File: config.mk
export PLATFORM = sky130hd
export DESIGN_NAME = mc_control_fsm
export DESIGN_NICKNAME = d
export VERILOG_FILES = /design/src/rtl/mc_control_fsm.sv
export SDC_FILE = /design/constraint.sdc
export NUM_CORES = 1
export LEC_CHECK = 0
export ABC_AREA = 1
export CORE_MARGIN = 2
export CORE_UTILIZATION = 32
export CTS_BUF_LIST = sky130_fd_sc_hd__clkbuf_4 sky130_fd_sc_hd__clkbuf_8 sky130_fd_sc_hd__clkbuf_16
export DETAILED_ROUTE_END_ITERATION = 7
export GPL_TIMING_DRIVEN = 0
export PLACE_DENSITY = 0.84
export SYNTH_ARGS = -nofsm -noshare
export SYNTH_HDL_FRONTEND = slang
export SYNTH_SLANG_ARGS = --single-unit
File: constraint.sdc
create_clock -name clk -period 2.5 [get_ports clk]
set_clock_uncertainty 0.05 [all_clocks]
set_input_delay 0.25 -clock clk [delete_from_list [all_inputs] [get_ports clk]]
set_output_delay 0.25 -clock clk [all_outputs]
set_load 0.005 [all_outputs]
File: src/rtl/mc_control_fsm.sv
// Multi-cycle RV32I sequencer (lw/sw/R/I/beq/jal) for a shared instruction/data memory port.
// Optional MC_PERF_CNT_EN adds cycle and retired-instruction counters.
module mc_control_fsm #(
`ifdef MC_PERF_CNT_EN
  parameter int unsigned CNT_W = 32,
`endif
  parameter bit TRAP_ON_ILLEGAL = 1'b1
) (
  input  logic        clk,
  input  logic        rst_n,
  input  logic [31:0] instr,
  input  logic        zero,
  input  logic        mem_ready,
  output logic        mem_req,
  output logic        mem_write,
  output logic        adr_src,
  output logic        ir_write,
  output logic        pc_write,
  output logic        reg_write,
  output logic [1:0]  alu_src_a,
  output logic [1:0]  alu_src_b,
  output logic [1:0]  result_src,
  output logic [1:0]  imm_src,
  output logic [2:0]  alu_control,
  output logic        illegal
`ifdef MC_PERF_CNT_EN
  ,
  output logic [CNT_W-1:0] cycle_cnt,
  output logic [CNT_W-1:0] instret_cnt
`endif
);

  typedef enum logic [3:0] {
    sIdle, sFetch, sDecode, sMemAdr, sMemRead, sMemWb, sMemWrite,
    sExecR, sExecI, sAluWb, sBeq, sJal, sTrap
  } stateT;

  localparam logic [6:0] OP_LOAD   = 7'b0000011;
  localparam logic [6:0] OP_STORE  = 7'b0100011;
  localparam logic [6:0] OP_RALU   = 7'b0110011;
  localparam logic [6:0] OP_IALU   = 7'b0010011;
  localparam logic [6:0] OP_BRANCH = 7'b1100011;
  localparam logic [6:0] OP_JAL    = 7'b1101111;

  localparam logic [2:0] ALU_ADD = 3'b000;
  localparam logic [2:0] ALU_SUB = 3'b001;
  localparam logic [2:0] ALU_AND = 3'b010;
  localparam logic [2:0] ALU_OR  = 3'b011;
  localparam logic [2:0] ALU_SLT = 3'b101;

  stateT       state;
  stateT       stateNext;
  logic [6:0]  opcode;
  logic        opKnown;
  logic [1:0]  immSel;
  logic [2:0]  functAlu;
  logic        unusedInstrBits;

  assign opcode          = instr[6:0];
  assign opKnown         = opcode inside {OP_LOAD, OP_STORE, OP_RALU, OP_IALU, OP_BRANCH, OP_JAL};
  assign unusedInstrBits = ^{instr[31], instr[29:15], instr[11:7]};

  always_ff @(posedge clk or negedge rst_n) begin
    if (!rst_n) begin
      state   <= sIdle;
      illegal <= 1'b0;
    end else begin
      state <= stateNext;
      if (state == sDecode && !opKnown) illegal <= 1'b1;
    end
  end

  always_comb begin
    stateNext = state;
    unique case (state)
      sIdle:     stateNext = sFetch;
      sFetch:    if (mem_ready) stateNext = sDecode;
      sDecode: begin
        unique case (opcode)
          OP_LOAD, OP_STORE: stateNext = sMemAdr;
          OP_RALU:           stateNext = sExecR;
          OP_IALU:           stateNext = sExecI;
          OP_BRANCH:         stateNext = sBeq;
          OP_JAL:            stateNext = sJal;
          default:           stateNext = TRAP_ON_ILLEGAL ? sTrap : sFetch;
        endcase
      end
      sMemAdr:   stateNext = opcode[5] ? sMemWrite : sMemRead;
      sMemRead:  if (mem_ready) stateNext = sMemWb;
      sMemWb:    stateNext = sFetch;
      sMemWrite: if (mem_ready) stateNext = sFetch;
      sExecR,
      sExecI:    stateNext = sAluWb;
      sAluWb:    stateNext = sFetch;
      sBeq:      stateNext = sFetch;
      sJal:      stateNext = sAluWb;
      sTrap:     stateNext = sTrap;
      default:   stateNext = sIdle;
    endcase
  end

  always_comb begin
    immSel = 2'b00;
    unique case (opcode)
      OP_STORE:  immSel = 2'b01;
      OP_BRANCH: immSel = 2'b10;
      OP_JAL:    immSel = 2'b11;
      default:   immSel = 2'b00;
    endcase
  end

  // f7[5] only selects sub for register-register ops; addi with that bit set stays add
  always_comb begin
    functAlu = ALU_ADD;
    unique case (instr[14:12])
      3'b000:  functAlu = (opcode[5] && instr[30]) ? ALU_SUB : ALU_ADD;
      3'b010:  functAlu = ALU_SLT;
      3'b110:  functAlu = ALU_OR;
      3'b111:  functAlu = ALU_AND;
      default: functAlu = ALU_ADD;
    endcase
  end

  always_comb begin
    mem_req     = 1'b0;
    mem_write   = 1'b0;
    adr_src     = 1'b0;
    ir_write    = 1'b0;
    pc_write    = 1'b0;
    reg_write   = 1'b0;
    alu_src_a   = 2'b00;
    alu_src_b   = 2'b00;
    result_src  = 2'b00;
    imm_src     = 2'b00;
    alu_control = ALU_ADD;
    if (state != sIdle && state != sTrap) imm_src = immSel;
    unique case (state)
      sFetch: begin
        mem_req    = 1'b1;
        alu_src_b  = 2'b10;
        result_src = 2'b10;
        ir_write   = mem_ready;
        pc_write   = mem_ready;
      end
      sDecode: begin
        alu_src_a = 2'b01;
        alu_src_b = 2'b01;
      end
      sMemAdr: begin
        alu_src_a = 2'b10;
        alu_src_b = 2'b01;
      end
      sMemRead: begin
        mem_req = 1'b1;
        adr_src = 1'b1;
      end
      sMemWb: begin
        result_src = 2'b01;
        reg_write  = 1'b1;
      end
      sMemWrite: begin
        mem_req   = 1'b1;
        mem_write = 1'b1;
        adr_src   = 1'b1;
      end
      sExecR: begin
        alu_src_a   = 2'b10;
        alu_control = functAlu;
      end
      sExecI: begin
        alu_src_a   = 2'b10;
        alu_src_b   = 2'b01;
        alu_control = functAlu;
      end
      sAluWb: reg_write = 1'b1;
      sBeq: begin
        alu_src_a   = 2'b10;
        alu_control = ALU_SUB;
        pc_write    = zero;
      end
      sJal: begin
        alu_src_a = 2'b01;
        alu_src_b = 2'b10;
        pc_write  = 1'b1;
      end
      default: ;
    endcase
  end

`ifdef MC_PERF_CNT_EN
  always_ff @(posedge clk or negedge rst_n) begin
    if (!rst_n) begin
      cycle_cnt   <= '0;
      instret_cnt <= '0;
    end else begin
      if (state != sIdle && state != sTrap) cycle_cnt <= cycle_cnt + CNT_W'(1);
      if (stateNext == sFetch && state != sFetch && state != sIdle)
        instret_cnt <= instret_cnt + CNT_W'(1);
    end
  end
`endif

endmodule

* Yosys cells after proc, flatten, opt, wreduce, memory -nomap -nowiden *
Index checks and enable logic that the tools add are counted.

cells by class
  equal/unequal tests = 25
  multiplexer cells = 20
  reductions and logical operators = 20

operator list
  operator                                             number
  one-hot mux 4 bit (8 select lines)                   1
  equality test 4 bit, second input constant           5
  one-hot mux 4 bit (5 select lines)                   1
  equality test 4 x 3 -> 1 bit, second input constant  4
  equality test 7 x 6 -> 1 bit, second input constant  2
  equality test 7 bit, second input constant           2
  two-way mux 4 bit                                    3
  one-hot mux 2 bit (2 select lines)                   3
  one-hot mux 3 bit (4 select lines)                   1
  OR reduction 2 bit                                   6
  OR reduction 3 bit                                   3
  equality test 4 x 2 -> 1 bit, second input constant  2
  OR reduction 4 bit                                   2
  equality test 7 x 2 -> 1 bit, second input constant  1
  equality test 7 x 5 -> 1 bit, second input constant  1
  equality test 3 bit, second input constant           2
  two-way mux 1 bit                                    6
  != test 2 bit, second input constant                 3
  one-hot mux 2 bit (3 select lines)                   1
  one-hot mux 3 bit (2 select lines)                   1
  nonzero test 6 bit                                   1
  equality test 4 x 1 -> 1 bit, second input constant  1
  logical NOT 4 bit                                    1
  two-way mux 2 bit                                    2
  8 further kinds                                      10

storage, ports and cells
  register bits after elaboration = 5
  output and inout bits = 18
  logic and storage cells = 67

* Logic depth before layout (Yosys ltp) *
  depth after elaboration = 4
  depth in mapped cells = 10
  depth with buffers taken out = 10

* Worst setup path before layout *
OpenSTA, ideal clock, no wires.

  path kind = register -> output
  from = register state[0]
  to = output port alu_control[0]
  arrival time = 1073 ps
  required time = 2200 ps
  slack = 1127 ps
  cell stages (with the launch flop) = 7
  buffers on the path = 1
  cell sequence = dfrtp_1 > buf_2 > nor2_1 > nand2_2 > o21ai_4 > nand3b_4 > nand3_1

on the way
  longest elaborated chain between the ends = 3
  elaborated cells on any way between the ends = 5
  classes of those cells = eq/ne: 3; mux: 1; reduce/logical: 1

ends and longest elaborated chain
  item                                                                 line  source
  from (decl)                                                          51    stateT state;
  from (signal assigned)                                               65    state <= sIdle;
  from (signal assigned)                                               68    state <= stateNext;
  equality test 4 bit or equality test 4 x 3 -> 1 bit (tied branches)  137   unique case (state)
  OR reduction 2 bit (no source line)                                  --
  one-hot mux 3 bit (2 select lines) *                                 137
  to (decl)                                                            24    output logic [2:0] alu_control,

Mark *: on every way between the ends. The rest lies on a longest branch, timed or not.

* Worst setup path after layout *
  from = input port instr[5]
  to = output port imm_src[0]

on the way
  longest elaborated chain between the ends = 3
  elaborated cells on any way between the ends = 5
  classes of those cells = eq/ne: 3; mux: 2

ends and longest elaborated chain
  item                                                                 line  source
  from (decl)                                                          11    input logic [31:0] instr,
  equality test 7 bit or equality test 7 x 6 -> 1 bit (tied branches)  104   unique case (opcode)
  one-hot mux 2 bit (3 select lines) *                                 104
  two-way mux 2 bit *                                                  136   if (state != sIdle && state != sTrap) imm_src = immSel;
  to (decl)                                                            23    output logic [1:0] imm_src,

Marks and branches as above.

==> impl.org <==
** Worst setup path
- Count of buffer and inverter cells on the critical path :: 3
- The largest single stage delay on the critical path is 0.54 ns.
- Type of element capturing the critical path :: output pin
- Slowest CP cell :: sky130_fd_sc_hd__clkdlybuf4s50_1
- The number of cells on the worst reg-to-reg path is 6.
- Cell family with the largest share of critical-path delay :: buffers and inverters
- For the worst setup path, the data required time is 2.20 ns.
- Worst-path cell chain :: clkdlybuf4s50_1, inv_1, nor3_2, nand2_1, o21ai_0, nor3b_1, clkdlybuf4s50_1
- Reg2reg setup slack :: 1.21 ns
- Along the worst path, the maximum fanout reaches 4.
- The worst register-to-register path begins at state[3].
- Kind of launch point of the worst setup path :: primary input
- Crit-path most repeated cell :: sky130_fd_sc_hd__clkdlybuf4s50_1
- The setup path with the least slack is of type in -> out.
- The worst register-to-register path ends at state[1].
- Stages on the worst setup path :: 7
- Arr. time, crit path :: 2.02 ns

** Global routing
- Remaining global-route overflow :: 0
- Entering global routing, the biggest net connects 9 pins.
- The number of global-route vias before repair came to 697.
- Total track usage :: 16.45%
- The first global-routing pass estimated 2.601 mm of wire.
- Number of antenna violations at the first check in global routing :: 0

** Power
- The share of total power dissipated in the clock network is 13.2%.
- Net switching power :: 0.0003443 W
- Share of total power in combinational logic :: 69.1%
- In this run switching power makes up 43.26% of total power.
- Power per cell area :: 822.9 nW/um2
- The internal power of the cells totals 0.0004516 W.
- Static leakage :: 0.5104 nW
- Sequential Power Share :: 17.8%
- Maximum resistive drop on vdd :: 0.7000 mV

** Timing
- Final Cycle Share :: 92.93%
- Max Clk Rate :: 0.4304 GHz
- The number of max-slew violations in the final report is 0.
- Count of endpoints failing hold in the final timing report :: 0
- Setup violations remaining at the end of the flow were counted as 0.
- Final sum of negative setup slack :: 0 ns
- Post-layout min period :: 2.323 ns
- For the pin with the worst max-slew slack, the measured transition is 0.3190 ns.
- Relative slew slack :: 78.66%
- Setup repair after global routing left no endpoint under its margin.

** Clock network
- Worst-Skew Late Latency :: 0.24 ns
- Sink Count :: 5
- Clock tree synthesis inserted a total of 3 buffers.
- Clock tree buffer depth :: 2
- Clock transition at the register clock pins on the worst setup and hold paths after CTS :: 0.05 ns
- In this run the number of H-tree levels came out at 1.
- The tree is rooted in a sky130_fd_sc_hd__clkbuf_4.
- TritonCTS built the clock tree.

** Drt
- Vias per Instance :: 4.609
- Starting DRC count in detailed routing :: 6
- Number of detailed-route iterations in the first pass :: 4
- Residual DRC count :: 0
- Average routed wire per standard cell :: 9.925 um
- Wires add up to 1.598 mm.
- Once detail routing completed, the nets flagged for antenna violations numbered 0.
- The routed layout has 742 vias.

** Yosys
- The synthesized netlist occupies a cell area of 580.6 um2.
- When the netlist entered floorplanning its net count stood at 136.
- In this run, synthesis produced a sequential element count of 5.
- Synthesis instantiated 23 different standard cells from the library.
- Sequential element share of the synthesized area :: 21.55%
- For this run, the number of Yosys warnings is 0.
- Synthesis produced a netlist whose cell count is 100.
- After synthesis, the mean cell area works out to 5.806 um2.

** Outcome
- The flow ran to the end, and the final reports show no timing, DRC or antenna violations.

** Min path
- Class of the most critical hold timing path :: in -> async

** Cells and area
- Filler cell count :: 176
- Post-Layout Cell Count :: 161
- Most frequent standard cell in the layout excluding fill and tap cells :: sky130_fd_sc_hd__nand2_1
- The top cell types in the final layout, fill and taps aside, are 34 x sky130_fd_sc_hd__nand2_1, 32 x sky130_fd_sc_hd__clkdlybuf4s50_1, 17 x sky130_fd_sc_hd__inv_1.
- Number of diodes added for antenna fixing :: 0
- From synthesis to final layout, the design area changed by 66.59%.
- Layout net count :: 173
- Share of cells above drive strength 1 :: 12.50%

** Placed design
- Placed insts :: 157
- The congestion estimate from routability-driven global placement came to 0.8053.
- During placement, the flow inserted port buffers numbering 32.
- The HPWL after detailed placement is 1.366 mm.

** Floorplanning
- In this run the vertical extent of the chip is 46.60 um.
- The region available for standard cell placement spans 1708 um2.
- Area enclosed by the die boundary :: 2171 um2
- Boundary Pins :: 54
- Core Rows :: 15
- For this configuration, the core starts out at a cell density of 33.99%.
- Die width :: 46.60 um

** Flow run
- Across the run, the number of max-cap violations was 0.
[cell families (layout without fill, tap and decap cells)]
family          Yosys count  count (layout)  share of synthesized area, %
compound gates           11              11                         13.58
flops                     5               5                         21.55
simple gates             64              64                         51.72
buf+inv                  20              56                         13.15
[state kept, by name, summed over array words and instances (netlist names)]
register	flops
illegal	1
state	4
[per-stage QoR]
step           setup slack [ns]  total power, W  hold WS [ns]  util, %  instance area [um2]
4_1_cts                  0.1475       0.0008016        0.1791    56.34                962.2
6_report                 0.1767       0.0007959        0.1760    56.63                967.2
3_5_place_dp             0.1730       0.0006911        0.4004    54.58                932.1
2_1_floorplan             1.127       0.0004352      -0.09559        -                580.6
3_3_place_gp             0.1885       0.0006834        0.3984    54.58                932.1
5_1_grt                 0.03926       0.0008734        0.1855    56.63                967.2
[layout make-up]
type | instances | area [um2] | share of cell area, %
timing repair buffer | 32 | 320.3 | 33.12
clock buffer | 4 | 30.03 | 3.105
sequential | 5 | 125.1 | 12.94
tap | 25 | 31.28 | 3.234
multi-input combinational | 75 | 384.1 | 39.72
buffer | 1 | 5.005 | 0.5175
inverter | 19 | 71.32 | 7.374
[power groups by stage]
| stage | Sequential (W) | Clock [W] | Combinational [W] |
|---|---|---|---|
| CTS | 0.000141 | 0.000109 | 0.000552 |
| floorplan | 0.000136 | 0 | 0.000300 |
| global route | 0.000145 | 0.000118 | 0.000611 |
| finish | 0.000141 | 0.000105 | 0.000550 |
| detailed placement | 0.000142 | 0 | 0.000549 |
| global placement | 0.000140 | 0 | 0.000543 |
[how the worst max path moves through the flow]
stage / end / slack, ns / startpoint
after global placement: imm_src[0] / 0.19 / instr[5]
after CTS: imm_src[0] / 0.15 / instr[5]
after detailed placement: imm_src[0] / 0.17 / instr[5]
after floorplan: alu_control[0] / 1.13 / state[0]
final: imm_src[0] / 0.18 / instr[5]
after global routing: imm_src[0] / 0.04 / instr[5]
[Yosys cell counts (all sizes together)]
master,instances,area share [%]
nand2,35,23
inv,19,12
nor2,15,12
nand3,7,6.9
o21ai,6,7.1
dfrtp,5,22
nor3,3,2.6
a21oi,2,2.4
nand4,2,2.2
a21boi,1,1.3
buf,1,0.86
nand3b,1,3.4
nor3b,1,1.3
o211ai,1,1.3
o311ai,1,1.5
[timing repair]
item,CTS,global route
hold endpoints to repair,0,0
resized for setup,0,1
setup endpoints to repair,0,1
hold buffers,0,0
setup buffers,0,0
[worst reg2reg max path: cells and delay by family, from the launching register on]
kind	cells	cell delay, ns
flops	1	0.44
simple gates	4	0.44
buf+inv	1	0.05
compound gates	1	0.20
[metal layers]
layer	vias to the layer above	track usage (%)	part of all wire, %
li1	384	-	-
met1	336	18.97	42
met2	22	28.06	53
met3	0	6.275	5.4
met4	0	4.571	0
met5	-	0	0
Note: power is estimated with default switching activity, not from simulation.
